**config.mk**
```make
export PLATFORM = sky130hd
export DESIGN_NAME = xor_seri_denetleyici_flat
export DESIGN_NICKNAME = d
export VERILOG_FILES = /design/src/rtl/xor_seri_denetleyici_pkg.sv /design/src/rtl/xor_seri_denetleyici_if.sv /design/src/rtl/xor_seri_denetleyici_hucre.sv /design/src/rtl/xor_seri_denetleyici_rr_hakem_2.sv /design/src/rtl/xor_seri_denetleyici.sv /design/src/flat_wrapper.sv
export SDC_FILE = /design/constraint.sdc
export NUM_CORES = 1
export LEC_CHECK = 0
export ABC_AREA = 1
export CORE_ASPECT_RATIO = 0.5
export CORE_MARGIN = 2
export CORE_UTILIZATION = 43
export DETAILED_ROUTE_END_ITERATION = 12
export PLACE_DENSITY = 0.74
export SETUP_SLACK_MARGIN = 0.5
export SLEW_MARGIN = 5
export SYNTH_ARGS = -nofsm -noshare
export SYNTH_HDL_FRONTEND = slang
export SYNTH_SLANG_ARGS = --single-unit
```
**constraint.sdc**
```tcl
create_clock -name clk -period 1.3 [get_ports clk]
set_input_delay 0.195 -clock clk [delete_from_list [all_inputs] [get_ports clk]]
set_output_delay 0.195 -clock clk [all_outputs]
set_load 0.03 [all_outputs]
```
**src/rtl/xor_seri_denetleyici_pkg.sv**
```systemverilog
// Shared types and constants for the serial XOR/XNOR reduction controller.
package xor_seri_denetleyici_pkg;

  typedef enum logic [1:0] {
    ST_IDLE = 2'd0,
    ST_RUN  = 2'd1,
    ST_DONE = 2'd2
  } state_e;

  localparam logic MODE_XOR  = 1'b0;
  localparam logic MODE_XNOR = 1'b1;

endpackage

```
**src/rtl/xor_seri_denetleyici_if.sv**
```systemverilog
// Two requester channels plus the result channel of the serial XOR controller.
interface xor_seri_denetleyici_if #(
  parameter int WIDTH = 8
);
  logic             req0_valid;
  logic             req0_ready;
  logic [WIDTH-1:0] req0_data;
  logic             req0_mode;
  logic             req1_valid;
  logic             req1_ready;
  logic [WIDTH-1:0] req1_data;
  logic             req1_mode;
  logic             res_valid;
  logic             res_ready;
  logic             res_data;
  logic             res_id;

  modport master (
    output req0_valid, req0_data, req0_mode,
    output req1_valid, req1_data, req1_mode,
    output res_ready,
    input  req0_ready, req1_ready, res_valid, res_data, res_id
  );

  modport slave (
    input  req0_valid, req0_data, req0_mode,
    input  req1_valid, req1_data, req1_mode,
    input  res_ready,
    output req0_ready, req1_ready, res_valid, res_data, res_id
  );
endinterface

```
**src/rtl/xor_seri_denetleyici_hucre.sv**
```systemverilog
// Convertible one-bit XOR/XNOR cell shared by both requesters.
module xor_hucre
  import xor_seri_denetleyici_pkg::*;
(
  input  logic a,
  input  logic b,
  input  logic mode,
  output logic y
);
  always_comb begin
    if (mode == MODE_XNOR) y = ~(a ^ b);
    else                   y = a ^ b;
  end
endmodule

```
**src/rtl/xor_seri_denetleyici_rr_hakem_2.sv**
```systemverilog
// Two-way round-robin arbiter: on a tie the requester that was not served last wins.
module rr_hakem_2 (
  input  logic valid0,
  input  logic valid1,
  input  logic last_grant,
  output logic grant0,
  output logic grant1
);
  always_comb begin
    grant0 = valid0 & (~valid1 | last_grant);
    grant1 = valid1 & (~valid0 | ~last_grant);
  end
endmodule

```
**src/rtl/xor_seri_denetleyici.sv**
```systemverilog
// Serial XOR/XNOR reduction of a WIDTH-bit word, shared by two requesters via round-robin.
module xor_seri_denetleyici
  import xor_seri_denetleyici_pkg::*;
#(
  parameter int WIDTH = 8
) (
  input  logic                   clk,
  input  logic                   rst,
  xor_seri_denetleyici_if.slave  bus,
  output logic                   busy
);
  localparam int CNT_W = $clog2(WIDTH) + 1;

  state_e             state_q, state_d;
  logic [WIDTH-1:0]   sh_q, sh_d;
  logic [CNT_W-1:0]   cnt_q, cnt_d;
  logic               acc_q, acc_d;
  logic               mode_q, mode_d;
  logic               id_q, id_d;
  logic               last_grant_q, last_grant_d;
  logic               res_valid_q, res_valid_d;
  logic               res_data_q, res_data_d;

  logic grant0, grant1, take0, take1, last_step, cell_mode, cell_y;

  rr_hakem_2 u_hakem (
    .valid0     (bus.req0_valid),
    .valid1     (bus.req1_valid),
    .last_grant (last_grant_q),
    .grant0     (grant0),
    .grant1     (grant1)
  );

  // Only the final bit-step uses the captured mode; earlier steps plainly accumulate.
  always_comb begin
    last_step = (cnt_q == CNT_W'(WIDTH - 1));
    if (state_q == ST_RUN && last_step) cell_mode = mode_q;
    else                                cell_mode = MODE_XOR;
  end

  xor_hucre u_hucre (
    .a    (acc_q),
    .b    (sh_q[0]),
    .mode (cell_mode),
    .y    (cell_y)
  );

  always_comb begin
    take0          = (state_q == ST_IDLE) & grant0 & ~rst;
    take1          = (state_q == ST_IDLE) & grant1 & ~rst;
    bus.req0_ready = take0;
    bus.req1_ready = take1;
    bus.res_valid  = res_valid_q;
    bus.res_data   = res_data_q;
    bus.res_id     = id_q;
    busy           = (state_q != ST_IDLE);
  end

  always_comb begin
    state_d      = state_q;
    sh_d         = sh_q;
    cnt_d        = cnt_q;
    acc_d        = acc_q;
    mode_d       = mode_q;
    id_d         = id_q;
    last_grant_d = last_grant_q;
    res_valid_d  = res_valid_q;
    res_data_d   = res_data_q;
    case (state_q)
      ST_IDLE: begin
        if (take0 || take1) begin
          sh_d         = take1 ? bus.req1_data : bus.req0_data;
          mode_d       = take1 ? bus.req1_mode : bus.req0_mode;
          id_d         = take1;
          last_grant_d = take1;
          acc_d        = 1'b0;
          cnt_d        = '0;
          state_d      = ST_RUN;
        end else begin
          state_d = ST_IDLE;
        end
      end
      ST_RUN: begin
        acc_d = cell_y;
        sh_d  = sh_q >> 1;
        if (last_step) begin
          res_valid_d = 1'b1;
          res_data_d  = cell_y;
          state_d     = ST_DONE;
        end else begin
          cnt_d = cnt_q + CNT_W'(1);
        end
      end
      ST_DONE: begin
        if (bus.res_ready) begin
          res_valid_d = 1'b0;
          state_d     = ST_IDLE;
        end else begin
          state_d = ST_DONE;
        end
      end
      default: begin
        res_valid_d = 1'b0;
        state_d     = ST_IDLE;
      end
    endcase
  end

  always_ff @(posedge clk) begin
    if (rst) begin
      state_q      <= ST_IDLE;
      sh_q         <= '0;
      cnt_q        <= '0;
      acc_q        <= 1'b0;
      mode_q       <= 1'b0;
      id_q         <= 1'b0;
      last_grant_q <= 1'b1;
      res_valid_q  <= 1'b0;
      res_data_q   <= 1'b0;
    end else begin
      state_q      <= state_d;
      sh_q         <= sh_d;
      cnt_q        <= cnt_d;
      acc_q        <= acc_d;
      mode_q       <= mode_d;
      id_q         <= id_d;
      last_grant_q <= last_grant_d;
      res_valid_q  <= res_valid_d;
      res_data_q   <= res_data_d;
    end
  end
endmodule

```
**src/flat_wrapper.sv**
```systemverilog
// flat-port wrapper written by rule: the top's interface ports become plain ports
module xor_seri_denetleyici_flat import xor_seri_denetleyici_pkg::*;
#(
  parameter int WIDTH = 8
)
  (clk, rst, busy, bus_req0_valid, bus_req0_data, bus_req0_mode, bus_req1_valid, bus_req1_data, bus_req1_mode, bus_res_ready, bus_req0_ready, bus_req1_ready, bus_res_valid, bus_res_data, bus_res_id);
  xor_seri_denetleyici_if #(.WIDTH(WIDTH)) bus_i ();
  input  logic clk;
  input  logic rst;
  output logic busy;
  input wire logic [$bits(bus_i.req0_valid)-1:0] bus_req0_valid;
  input wire logic [$bits(bus_i.req0_data)-1:0] bus_req0_data;
  input wire logic [$bits(bus_i.req0_mode)-1:0] bus_req0_mode;
  input wire logic [$bits(bus_i.req1_valid)-1:0] bus_req1_valid;
  input wire logic [$bits(bus_i.req1_data)-1:0] bus_req1_data;
  input wire logic [$bits(bus_i.req1_mode)-1:0] bus_req1_mode;
  input wire logic [$bits(bus_i.res_ready)-1:0] bus_res_ready;
  output wire logic [$bits(bus_i.req0_ready)-1:0] bus_req0_ready;
  output wire logic [$bits(bus_i.req1_ready)-1:0] bus_req1_ready;
  output wire logic [$bits(bus_i.res_valid)-1:0] bus_res_valid;
  output wire logic [$bits(bus_i.res_data)-1:0] bus_res_data;
  output wire logic [$bits(bus_i.res_id)-1:0] bus_res_id;
  assign bus_i.req0_valid = bus_req0_valid;
  assign bus_i.req0_data = bus_req0_data;
  assign bus_i.req0_mode = bus_req0_mode;
  assign bus_i.req1_valid = bus_req1_valid;
  assign bus_i.req1_data = bus_req1_data;
  assign bus_i.req1_mode = bus_req1_mode;
  assign bus_i.res_ready = bus_res_ready;
  assign bus_req0_ready = bus_i.req0_ready;
  assign bus_req1_ready = bus_i.req1_ready;
  assign bus_res_valid = bus_i.res_valid;
  assign bus_res_data = bus_i.res_data;
  assign bus_res_id = bus_i.res_id;
  xor_seri_denetleyici #(.WIDTH(WIDTH)) u_core (.clk(clk), .rst(rst), .bus(bus_i), .busy(busy));
endmodule
```
Yosys cells after proc, flatten, opt, wreduce, memory -nomap -nowiden
Index checks and enable logic that the tools add are counted.
Storage, ports and cells
  register bits after elaboration: 20
  latch bits: 0
  memory bits (writable): 0
  bits in read-only memories: 0
  input bits: 23
  output and inout port bits: 6
  word-level logic and storage cells: 60
  memories kept: 0
Operators by class
  add/subtract/negate cells: 1
  $mul: 0
  divide/modulo/power cells: 0
  magnitude comparators: 0
  equal/unequal tests: 7
  shift operators: 0
  muxes and demuxes: 18
  bitwise operators: 15
  reductions and logical operators: 10
Operators with widths (number)
  $mux W8: 2
  $pmux W8 S2: 1
  $mux W4: 2
  $pmux W4 S2: 1
  $mux W1: 7
  $and A1 B1 Y1: 6
  $ne A2 B2 Y1 const B: 3
  $not A1 Y1: 6
  $pmux W2 S3: 1
  $reduce_and A2 Y1: 3
  $reduce_and A3 Y1: 2
  $add A4 B1 Y4 const B: 1
  $eq A4 B3 Y1 const B: 1
  $mux W2: 2
  $reduce_bool A2 Y1: 2
  $pmux W1 S3: 1
  $eq A2 B1 Y1 const B: 1
  $eq A2 B2 Y1 const B: 1
  $logic_not A2 Y1: 1
  $ne A2 B1 Y1 const B: 1
  $or A1 B1 Y1: 2
  $pmux W1 S2: 1
  $logic_and A1 B1 Y1: 1
  $logic_or A1 B1 Y1: 1
  $xor A1 B1 Y1: 1

Depth between registers and ports, before layout
Gate-level depths: netlist (run 1).
  word-level depth: 8
  gate-level depth with buffers: 10
  depth with buffers taken out: 10

Modules after synthesis
A second synthesis (run 1) with hierarchy kept.
Second synthesis, totals
  cells, all modules: 176
  area, all modules: 1203.7 µm²
Modules (own cells, without submodules)
  xor_seri_denetleyici: times used 1, cells an instance 163, area each 1141.1 µm², sequential area each 400.4 µm²
  xor_hucre: times used 1, cells an instance 9, area each 35.0 µm², sequential area each 0.0 µm²
  rr_hakem_2: times used 1, cells an instance 4, area each 27.5 µm², sequential area each 0.0 µm²

Worst setup path after synthesis (run 1)
No wires, ideal clock.
  path type: flip-flop to flip-flop
  start point: reg u_core.state_q[1]
  end point: reg u_core.sh_q[0]
  setup time: 0.122 ns
  arrival time: 1.181 ns
  data required time: 1.178 ns
  slack: -0.003 ns
  stages on the path, launching flop included: 7
  buffers on the path: 0
  clock period less this slack: 1.303 ns
  cells stage by stage: dfxtp_1 -> nor2_4 -> nand2_4 -> nor2_4 -> nor2_4 -> nor2_1 -> nor3_2
On the way
  cells in the longest elaborated chain, start to end: 6
  elaborated cells on any way between the ends: 13
  those cells by class: 2 x eq/ne; 3 x mux; 4 x bitwise; 4 x reduce/logical
RTL lines
  from (decl): RTL line xor_seri_denetleyici.sv:14  | state_e state_q, state_d;
  from (signal assigned): RTL line xor_seri_denetleyici.sv:121  | state_q <= state_d;
  $logic_not A2 Y1 *: RTL line xor_seri_denetleyici.sv:50  | take1 = (state_q == ST_IDLE) & grant1 & ~rst;
  $and A1 B1 Y1 * (2 in series): RTL line xor_seri_denetleyici.sv:50
  named net bus_req1_ready: RTL line flat_wrapper.sv:19  | output wire logic [$bits(bus_i.req1_ready)-1:0] bus_req1_ready;
  $mux W8 / $logic_or A1 B1 Y1 (equally long branches): RTL line xor_seri_denetleyici.sv:72, xor_seri_denetleyici.sv:71
  $mux W8 / $ne A2 B2 Y1 (equally long branches)
  $pmux W8 S2 / $reduce_and A2 Y1 (equally long branches)
  to (signal assigned): RTL line xor_seri_denetleyici.sv:112  | sh_q <= '0;
  to (signal assigned): RTL line xor_seri_denetleyici.sv:122  | sh_q <= sh_d;
  to (decl): RTL line xor_seri_denetleyici.sv:15  | logic [WIDTH-1:0] sh_q, sh_d;
The timed path passes the listed nets; every way through them passes the cells marked *. The select of a mux whose other input is x is not followed.
A chain may end at the register's enable or synchronous reset.

Final worst setup path (run 1)
  start point: reg u_core.state_q[1]
  end point: reg u_core.sh_q[2]
On the way
  cells in the longest elaborated chain, start to end: 6
  elaborated cells on any way between the ends: 13
  those cells by class: 2 x eq/ne; 3 x mux; 4 x bitwise; 4 x reduce/logical
RTL lines (RTL line)
  $logic_not A2 Y1: xor_seri_denetleyici.sv:49, xor_seri_denetleyici.sv:50, xor_seri_denetleyici.sv:69
  $and A1 B1 Y1, on equally long branches (2 in series): xor_seri_denetleyici.sv:50, xor_seri_denetleyici.sv:49
  $mux W8 / $logic_or A1 B1 Y1 (equally long branches): xor_seri_denetleyici.sv:72, xor_seri_denetleyici.sv:71
  $mux W8 / $ne A2 B2 Y1 (equally long branches)
  $pmux W8 S2 / $reduce_and A2 Y1 (equally long branches)
Several ways; a longest one is shown, not always the timed one. The select of a mux whose other input is x is not followed.

==> impl_metrics.env, run 1 <==
export IMPL_synth_nets=192
export IMPL_slew_limit_headroom_pct=80.9
export IMPL_drv_slew=0
export IMPL_viasPerCell=5.23
export IMPL_grt_total_usage_pct=23.6
export IMPL_cp_arrival_ns=1.64
export IMPL_io_buffers=28
export IMPL_finalCritPeriodShare_pct=113
export IMPL_drive_gt1_share_pct=44.0
export IMPL_coreArea_mm2=0.00257
export IMPL_critPathCaptureType="register"
export IMPL_routabilityCongestion=0.792
export IMPL_clock_sinks=20
export IMPL_synth_seq_cells=20
export IMPL_status="complete, but fails checks"
export IMPL_worstHoldPathType="reg -> reg"
export IMPL_min_period_ns=1.47
export IMPL_clk_latency_ns=0.26
export IMPL_crit_family="simple AND/OR/NAND/NOR gates"
export IMPL_timing_rr_start="u_core.state_q[1]"
export IMPL_synth_seq_area_share_pct=34.7
export IMPL_fin_ws_ns=-0.168
export IMPL_chipHeight_um=40.6
export IMPL_crit_start="u_core.state_q[1]"
export IMPL_numCtsBuffers=3
export IMPL_cts_tree="built"
export IMPL_final_setup_skew_ns=0.00160
export IMPL_pre_cts_slack_ns=-0.368
export IMPL_antenna_found_initial=0
export IMPL_yosys_warnings=0
export IMPL_syn_to_final_growth_pct=75.5
export IMPL_grt_pass1_wl_um=5540
export IMPL_worstMarginPinSlew_ns=0.286
export IMPL_num_vias=1416
export IMPL_dp_hpwl_um=2150
export IMPL_worstPathCellList="nor2_4, buf_6, buf_6, nand3_4, nand2_1, nand2_1, nand2_1, nand3_2, nand2_2, inv_1"
export IMPL_placed_area_mm2=0.00158
export IMPL_rsz0062_at_grt="yes"
export IMPL_min_delay_start="u_core.acc_q"
export IMPL_worstPathRequired_ns=1.47
export IMPL_drt_pass1_iter_count=4
export IMPL_cts_clk_slew_worst_paths_ns=0.08
export IMPL_hold_viol=0
export IMPL_avgSynthCellArea_um2=6.87
export IMPL_cpPeakStageDelay_ns=0.36
export IMPL_gr_total_overflow=0
export IMPL_htreeDepth=1
export IMPL_num_fill_cells=164
export IMPL_wire_per_inst_um=14.6
export IMPL_cp_num_buf_inv=3
export IMPL_ir_drop_v=0.000700
export IMPL_io_pins=29
export IMPL_clockBufferDepth=2
export IMPL_worstSetupStartpointType="register"
export IMPL_root_buffer="clkbuf_8"
export IMPL_p_leak_nw=0.944
export IMPL_die_w_um=77.3
export IMPL_worstPathMaxFanout=8
export IMPL_syn_area_mm2=0.00115
export IMPL_netlist_instances=168
export IMPL_critPathKind="reg -> reg"
export IMPL_finalInstanceArea_mm2=0.00203
export IMPL_initial_core_util_pct=44.9
export IMPL_cap_violations=0
export IMPL_first_global_vias=1191
export IMPL_setup_violations=11
export IMPL_p_per_area_mw_per_mm2=1070
export IMPL_nets=259
export IMPL_drc=0
export IMPL_grt_max_degree=16
export IMPL_ant_nets=0
export IMPL_routed_wirelength_um=3950
export IMPL_violations="negative setup slack"
export IMPL_dieArea_mm2=0.00314
export IMPL_slowest_stage="dfxtp_4"
export IMPL_path_common_cell="nand2_1"
export IMPL_rows=13
export IMPL_first_iter_violations=71
export IMPL_fmax_ghz=0.681
export IMPL_synth_distinct_cells=24
export IMPL_n_antenna_cell=0
## power breakdown
group	switching, mW	internal [mW]
combinational	0.408	0.383
clock	0.234	0.412
sequential	0.0532	0.675
total	0.696	1.47
## synth_stat cells
| cell type | instances | area share (%) |
|---|---|---|
| nand3_1 | 15 | 6.5 |
| o21ai_0 | 6 | 2.6 |
| o21ai_2 | 1 | 0.76 |
| buf_6 | 2 | 2.0 |
| inv_2 | 2 | 0.65 |
| a22oi_1 | 1 | 0.65 |
| o211ai_1 | 1 | 0.65 |
| inv_1 | 17 | 5.5 |
| or2_2 | 1 | 0.54 |
| nand2_1 | 55 | 18 |
| buf_2 | 2 | 0.87 |
| nand4_1 | 10 | 5.4 |
| xnor2_1 | 1 | 0.76 |
| nand3_4 | 1 | 1.5 |
| a21oi_1 | 4 | 1.7 |
| ha_1 | 1 | 1.1 |
| nand2_4 | 2 | 2.0 |
| nor2_2 | 1 | 0.54 |
| nor2_4 | 5 | 4.9 |
| nand2_2 | 3 | 1.6 |
| nor3_2 | 2 | 1.7 |
| dfxtp_1 | 20 | 35 |
| nor2_1 | 13 | 4.2 |
| a211oi_1 | 2 | 1.3 |
## through the flow
| step | hold WS [ns] | power (mW) | TNS (ns) | cells | util [%] |
|---|---|---|---|---|---|
| after floorplan | 0.346 | 1.05 | 0 | 168 | - |
| after CTS | 0.494 | 2.04 | -0.413 | 265 | 73.7 |
| after detailed placement | 0.472 | 1.25 | -5.28 | 242 | 61.6 |
| final | 0.496 | 2.17 | -0.907 | 271 | 78.9 |
| after global routing | 0.508 | 2.26 | -1.75 | 271 | 78.9 |
| after global placement | 0.457 | 1.24 | -4.79 | 242 | 61.6 |
## path summary, 6_finish.rpt
check                   endpoint  slack (ns)  cells past startpoint
setup reg to reg  u_core.sh_q[2]       -0.17                     10
hold reg to reg     u_core.acc_q        0.50                      2
setup / recovery  u_core.sh_q[2]       -0.17                     10
hold / removal      u_core.acc_q        0.50                      2
## metal layers
metal  part of all wire (%)  global-route usage (%)
met1                     39                    28.7
met2                     50                    45.4
met3                    7.6                    4.85
met4                    2.8                    6.25
met5                      0                       0
## sequential cells by signal, indices dropped and copies added (netlist names)
signal	flops
u_core.last_grant_q	1
u_core.state_q	2
u_core.sh_q	8
u_core.bus.res_data	1
u_core.mode_q	1
u_core.acc_q	1
u_core.bus.res_valid	1
u_core.bus.res_id	1
u_core.cnt_q	4
## cell families after synthesis
family          share of synthesized area (%)
flops                                    34.7
xor+xnor                                0.759
simple gates                             46.8
buf+inv                                  8.99
fa+ha+maj                                1.08
compound gates                           7.69
## placed cells by master (no fill, tap or decap), types with 4 or more instances in the layout
| master | Yosys | final |
|---|---|---|
| buf_4 | 0 | 24 |
| buf_6 | 2 | 18 |
| clkdlybuf4s50_1 | 0 | 19 |
| dfxtp_1 | 20 | 12 |
| dfxtp_2 | 0 | 7 |
| inv_1 | 17 | 13 |
| inv_2 | 2 | 5 |
| nand2_1 | 55 | 46 |
| nand2_2 | 3 | 10 |
| nand3_1 | 15 | 10 |
| nand3_2 | 0 | 4 |
| nand4_1 | 10 | 10 |
| nor2_1 | 13 | 8 |
| nor2_4 | 5 | 8 |
## worst register-to-register path: cells and delay by family (launching register included)
family	cells	cell delay [ns]
flops	1	0.36
simple gates	7	0.75
buf+inv	3	0.27
## final cells by class
class	instances	area [um^2]	area share [%]
clock buffer	3	41.3	2.04
tap	37	46.3	2.28
timing repair buffer	65	614	30.3
multi-input combinational	126	803	39.6
inverter	19	78.8	3.89
clock inverter	1	30.0	1.48
sequential	20	413	20.4
## what timing repair did
item / CTS / global route
cloned: 2 / 0
endpoints found under the setup margin: 26 / 26
pin swaps: 14 / 19
hold buffers: 0 / 0
setup buffers: 17 / 6
gates resized for setup: 58 / 24
endpoints found under the hold margin: 0 / 0
Note: power is estimated with default switching activity, not from simulation.
==> run 2, diff against run 1 <==
Settings changed: SETUP_SLACK_MARGIN 0.5 to 0.3.
==> run 2 against run 1 <==
The flow still finishes with violations (negative setup slack). Combinational power increased by 2%. Global-route usage down 0.95 points. Routed wire length shrank 1.5%. Largest power group unchanged. Sequential power is 0.8% lower. Sequential cell count unchanged. Clock skew is 0.0038 ns higher. Critical endpoint is now u_core.sh_q[5]. Worst hold slack lost 0.027 ns. Sequential share of layout area down 0.57 points. Design area up 1.3%. Critical path depth is the same.
==> impl_metrics.env, run 2 (synthesis gave the netlist of run 1 again) <==
export IMPL_drc=0
export IMPL_status="complete, but fails checks"
export IMPL_register_area_um2=407
export IMPL_worstMarginPinSlew_ns=0.296
export IMPL_wire_per_inst_um=14.3
export IMPL_reg_largest_list="u_core.sh_q: 8 flops, u_core.cnt_q: 4 flops, u_core.state_q: 2 flops"
export IMPL_chipHeight_um=40.6
export IMPL_hold_ws_ns=0.469
export IMPL_drt_pass1_iter_count=4
export IMPL_numCtsBuffers=3
export IMPL_antenna_found_initial=0
export IMPL_worstHoldPathType="reg -> reg"
export IMPL_hold_viol=0
export IMPL_setup_violations=14
export IMPL_dieArea_mm2=0.00314
export IMPL_io_buffers=28
export IMPL_syn_to_final_growth_pct=77.8
export IMPL_initial_core_util_pct=44.9
export IMPL_coreArea_mm2=0.00257
export IMPL_die_w_um=77.3
export IMPL_min_period_ns=1.43
export IMPL_drv_slew=0
export IMPL_io_pins=29
export IMPL_dp_hpwl_um=2140
export IMPL_rsz0062_at_grt="yes"
export IMPL_viasPerCell=5.19
export IMPL_clk_latency_ns=0.26
export IMPL_multi_input_area_um2=845
export IMPL_rows=13
export IMPL_grt_pass1_wl_um=5330
export IMPL_critPathCaptureType="register"
export IMPL_p_leak_nw=0.942
export IMPL_placed_area_mm2=0.00158
export IMPL_worstPathCellList="nor2_4, buf_6, buf_6, nand3_4, nand2_1, nand2_1, nand2_1, nand3_1, nand2_1, inv_1"
export IMPL_largest_reg_flops=8
export IMPL_fmax_ghz=0.697
export IMPL_n_antenna_cell=0
export IMPL_worstPathMaxFanout=8
export IMPL_cp_arrival_ns=1.61
export IMPL_worstPathRequired_ns=1.47
export IMPL_num_vias=1416
export IMPL_path_common_cell="nand2_1"
export IMPL_final_setup_skew_ns=0.00537
export IMPL_layout_common_cells="38 x nand2_1, 27 x buf_4, 19 x clkdlybuf4s50_1, 19 x buf_6, 17 x nand2_2"
export IMPL_final_common_cell="nand2_1"
export IMPL_ant_nets=0
export IMPL_routed_wirelength_um=3890
export IMPL_crit_family="simple AND/OR/NAND/NOR gates"
export IMPL_finalInstanceArea_mm2=0.00205
export IMPL_first_global_vias=1159
export IMPL_timing_rr_start="u_core.state_q[0]"
export IMPL_worstSetupStartpointType="register"
export IMPL_cp_num_buf_inv=3
export IMPL_gr_total_overflow=0
export IMPL_slew_limit_headroom_pct=80.0
export IMPL_violations="negative setup slack"
export IMPL_cap_violations=0
export IMPL_clockBufferDepth=2
export IMPL_final_cells=273
export IMPL_drive_gt1_share_pct=48.3
export IMPL_num_fill_cells=190
export IMPL_p_per_area_mw_per_mm2=953
export IMPL_cpPeakStageDelay_ns=0.34
export IMPL_critPathKind="reg -> reg"
export IMPL_nets=262
export IMPL_root_buffer="clkbuf_8"
export IMPL_htreeDepth=1
export IMPL_ir_drop_v=0.000568
export IMPL_cts_clk_slew_worst_paths_ns=0.08
export IMPL_min_delay_start="u_core.cnt_q[3]"
export IMPL_fin_ws_ns=-0.134
export IMPL_slowest_stage="dfxtp_2"
export IMPL_place_inst=242
export IMPL_grt_total_usage_pct=22.7
export IMPL_finalCritPeriodShare_pct=110
export IMPL_clock_sinks=20
export IMPL_crit_start="u_core.state_q[0]"
export IMPL_first_iter_violations=44
export IMPL_cts_tree="built"
export IMPL_grt_max_degree=16
export IMPL_regMostFlops="u_core.sh_q"
export IMPL_routabilityCongestion=0.768
export IMPL_fin_util_pct=79.9
==> run 2: repair_timing <==
| action | 4_1_cts | 5_1_grt |
|---|---|---|
| buffers inserted | 16 | 11 |
| setup endpoints to repair | 26 | 26 |
| gates cloned | 1 | 0 |
| pin swaps | 17 | 22 |
| gates resized for setup | 46 | 48 |
| hold buffers | 0 | 0 |
==> run 2: area by class of cell <==
class / count / area share (%)
inverter: 19 / 3.96
timing repair buffer: 68 / 30.8
multi-input combinational: 126 / 41.1
tap: 37 / 2.25
clock buffer: 3 / 2.01
sequential: 20 / 19.8
==> run 2: per-stage QoR <==
| step | setup TNS [ns] | setup WS, ns | total power [mW] |
|---|---|---|---|
| 3_3_place_gp | -4.85 | -0.315 | 1.24 |
| 3_5_place_dp | -5.41 | -0.354 | 1.25 |
| 2_1_floorplan | 0 | 0.00215 | 1.05 |
| 5_1_grt | -1.91 | -0.195 | 2.04 |
| 4_1_cts | -0.346 | -0.0851 | 1.79 |
| 6_report | -0.883 | -0.134 | 1.96 |
==> run 2: final timing paths <==
path	cells past startpoint	end	slack (ns)
max	10	u_core.sh_q[5]	-0.13
min	2	u_core.cnt_q[3]	0.47
max reg2reg	10	u_core.sh_q[5]	-0.13
min reg2reg	2	u_core.cnt_q[3]	0.47
==> run 2: where the power goes <==
group / leakage [nW] / internal (mW) / switching [mW] / total (mW)
sequential: 0.165 / 0.675 / 0.0468 / 0.722
clock: 0.0216 / 0.207 / 0.219 / 0.426
combinational: 0.756 / 0.389 / 0.420 / 0.809
total: 0.942 / 1.27 / 0.686 / 1.96
==> run 2: layer usage <==
layer | up-vias | wire length (um) | GRT usage, %
met2 | 51 | 2020 | 44.3
met4 | 0 | 42 | 5.36
met5 | - | 0 | 0
met1 | 672 | 1620 | 26.8
met3 | 9 | 211 | 5.51
li1 | 684 | - | -
==> run 2: worst min-delay path: cells and delay by family (launching register included) <==
family	cells	cell delay, ns
compound gates	1	0.04
simple gates	1	0.07
flops	1	0.32
==> run 3, diff against run 2 <==
Settings changed: CORE_UTILIZATION 43 to 44, PLACE_DENSITY 0.74 to 0.75, SYNTH_HIERARCHICAL set to 1.
==> run 3 against run 2 <==
The flow still finishes with violations (negative setup slack). Design area down 1.0%. Register-to-register slack about the same. Via count down 0.99%. Clock power rose by 15%. Area after synthesis up 4.2%. Cell count is 1.5% lower. Global-route usage is 1.1 points lower. Sequential power is essentially flat. Routed wire length rose by 0.51%. Critical path depth decreased by 4. Critical endpoint is now bus_req1_ready. Largest cell class unchanged. Highest routed layer unchanged.
==> impl_metrics.env, run 3 <==
export IMPL_worstMarginPinSlew_ns=0.442
export IMPL_finalPower_mw=2.05
export IMPL_rr_worst_depth=10
export IMPL_hold_ws_ns=0.461
export IMPL_chipHeight_um=41.0
export IMPL_yosys_warnings=6
export IMPL_first_global_vias=1162
export IMPL_antenna_found_initial=0
export IMPL_clock_sinks=20
export IMPL_avgSynthCellArea_um2=6.84
export IMPL_grt_max_degree=14
export IMPL_status="complete, but fails checks"
export IMPL_rsz0062_at_grt="yes"
export IMPL_critPathKind="reg -> out"
export IMPL_clk_latency_ns=0.26
export IMPL_nets=257
export IMPL_drive_gt1_share_pct=39.2
export IMPL_ys_flop_type="dfxtp_1"
export IMPL_setup_violations=17
export IMPL_cp_arrival_ns=1.28
export IMPL_synth_seq_cells=20
export IMPL_worstHoldPathType="reg -> reg"
export IMPL_final_common_cell="nand2_1"
export IMPL_worstPathRequired_ns=1.11
export IMPL_power_switching_mw=0.715
export IMPL_post_synth_top_area_cell="dfxtp_1"
export IMPL_routabilityCongestion=0.802
export IMPL_num_vias=1402
export IMPL_cap_violations=0
export IMPL_synth_distinct_cells=25
export IMPL_synth_edf_count=0
export IMPL_io_pins=29
export IMPL_syn_area_mm2=0.00120
export IMPL_hold_viol=0
export IMPL_wire_per_inst_um=14.5
export IMPL_first_iter_violations=90
export IMPL_violations="negative setup slack"
export IMPL_dieArea_mm2=0.00320
export IMPL_numCtsBuffers=3
export IMPL_pwr_share_clk_pct=23.8
export IMPL_ir_drop_v=0.000584
export IMPL_synth_nets=200
export IMPL_drc=0
export IMPL_hold_depth=2
export IMPL_htreeDepth=1
export IMPL_cts_clk_slew_worst_paths_ns=0.08
export IMPL_worstPathMaxFanout=7
export IMPL_drv_slew=0
export IMPL_clockBufferDepth=2
export IMPL_cts_tree="built"
export IMPL_rows=13
export IMPL_gr_total_overflow=0
export IMPL_post_synth_top_count_cell="nand2_1"
export IMPL_grt_pass1_wl_um=5130
export IMPL_internal_power_mw=1.34
export IMPL_final_setup_skew_ns=0.000872
export IMPL_synth_seq_area_share_pct=33.3
export IMPL_min_period_ns=1.47
export IMPL_n_antenna_cell=0
export IMPL_initial_core_util_pct=46.2
export IMPL_die_w_um=78.0
export IMPL_dp_hpwl_um=2200
export IMPL_ctsHoldBuffers=0
export IMPL_slew_limit_headroom_pct=70.5
export IMPL_fin_ws_ns=-0.172
export IMPL_reg_largest_list="u_core/sh_q: 8 flops, u_core/cnt_q: 4 flops, u_core/state_q: 2 flops"
export IMPL_ys_async_sr_fraction_pct=0
export IMPL_finalCritPeriodShare_pct=113
export IMPL_drt_pass1_iter_count=4
export IMPL_tns_ns=-1.09
export IMPL_grt_total_usage_pct=21.5
export IMPL_io_buffers=28
export IMPL_largest_reg_flops=8
export IMPL_switching_share_pct=34.8
export IMPL_p_leak_nw=0.927
export IMPL_routed_wirelength_um=3910
export IMPL_synth_cells_most_frequent="51 x nand2_1, 25 x nand3_1, 24 x inv_1"
export IMPL_ant_nets=0
export IMPL_syn_to_final_growth_pct=68.8
export IMPL_fmax_ghz=0.680
export IMPL_netlist_instances=176
export IMPL_pre_cts_slack_ns=-0.409
export IMPL_layout_common_cells="45 x nand2_1, 19 x clkdlybuf4s50_1, 18 x buf_4, 18 x nand3_1, 17 x inv_1"
export IMPL_synth_area_leaders="dfxtp_1 33%, nand2_1 16%, nand3_1 10%"
export IMPL_p_per_area_mw_per_mm2=1010
export IMPL_viasPerCell=5.21
export IMPL_regMostFlops="u_core/sh_q"
export IMPL_p_seq_share_pct=35.1
export IMPL_comb_power_share_pct=41.1
export IMPL_fin_util_pct=78.1
export IMPL_root_buffer="clkbuf_8"
export IMPL_yosysTopAreaCellShare_pct=33.3
export IMPL_worstSetupStartpointType="register"
export IMPL_coreArea_mm2=0.00260
export IMPL_critPathCaptureType="output pin"
[run 3: changes by cell type after synthesis, moves of 3 or more]
cell,delta
nand2_2,-3
inv_1,+7
nor2_1,-10
nand3_1,+10
o21ai_0,-3
nor2_4,-4
a21oi_1,+11
nand2_1,-4
buf_6,+4
[run 3: layout make-up]
type                       count  area, um^2
clock buffer                   4        55.1
fill                         176         571
multi-input combinational    122         798
timing repair buffer          59         588
tap                           37        46.3
sequential                    20         410
inverter                      27         134
[run 3: worst max-delay path, cell delays in order, from the launching register on]
cell	delay [ns]
dfxtp_2	0.34
a21boi_2	0.17
inv_2	0.08
nor2_8	0.15
nand2_8	0.10
clkinv_8	0.06
buf_8	0.11
[run 3: kinds of logic after synthesis]
group / Yosys count / synth area share [%]
flops: 20 / 33.3
fa+ha+maj: 1 / 1.04
simple gates: 98 / 40.6
compound gates: 22 / 10.3
buf+inv: 35 / 14.8
[run 3: timing repair]
action,CTS,global route
gates resized for setup,42,42
endpoints found under the hold margin,0,0
setup buffers,7,5
pin swaps,11,11
cloned,1,2
setup endpoints to repair,26,26
[run 3: stage by stage]
stage          area (um^2)  instances
2_1_floorplan         1270        176
3_3_place_gp          1650        250
3_5_place_dp          1650        250
4_1_cts               1840        262
5_1_grt               2030        269
6_report              2030        269
[run 3: final timing paths]
path | to | slack (ns) | start
max | bus_req1_ready | -0.17 | u_core/last_grant_q
min | u_core/bus.res_valid | 0.46 | u_core/bus.res_valid
max reg2reg | u_core/mode_q | -0.14 | u_core/last_grant_q
min reg2reg | u_core/bus.res_valid | 0.46 | u_core/bus.res_valid
[run 3: layer usage]
layer  wire length, um  global-route usage [%]  vias up
met4                75                    5.26        0
met3               231                    5.51       10
met2              1920                    40.5       53
li1                  -                       -      686
met5                 0                       0        -
met1              1680                    26.1      653
[run 3: power by group through the flow]
stage	sequential, mW	clock (mW)	combinational [mW]
6_report	0.720	0.488	0.843
5_1_grt	0.728	0.518	0.906
4_1_cts	0.716	0.491	0.708
3_5_place_dp	0.732	0	0.628
3_3_place_gp	0.729	0	0.617
2_1_floorplan	0.733	0	0.418
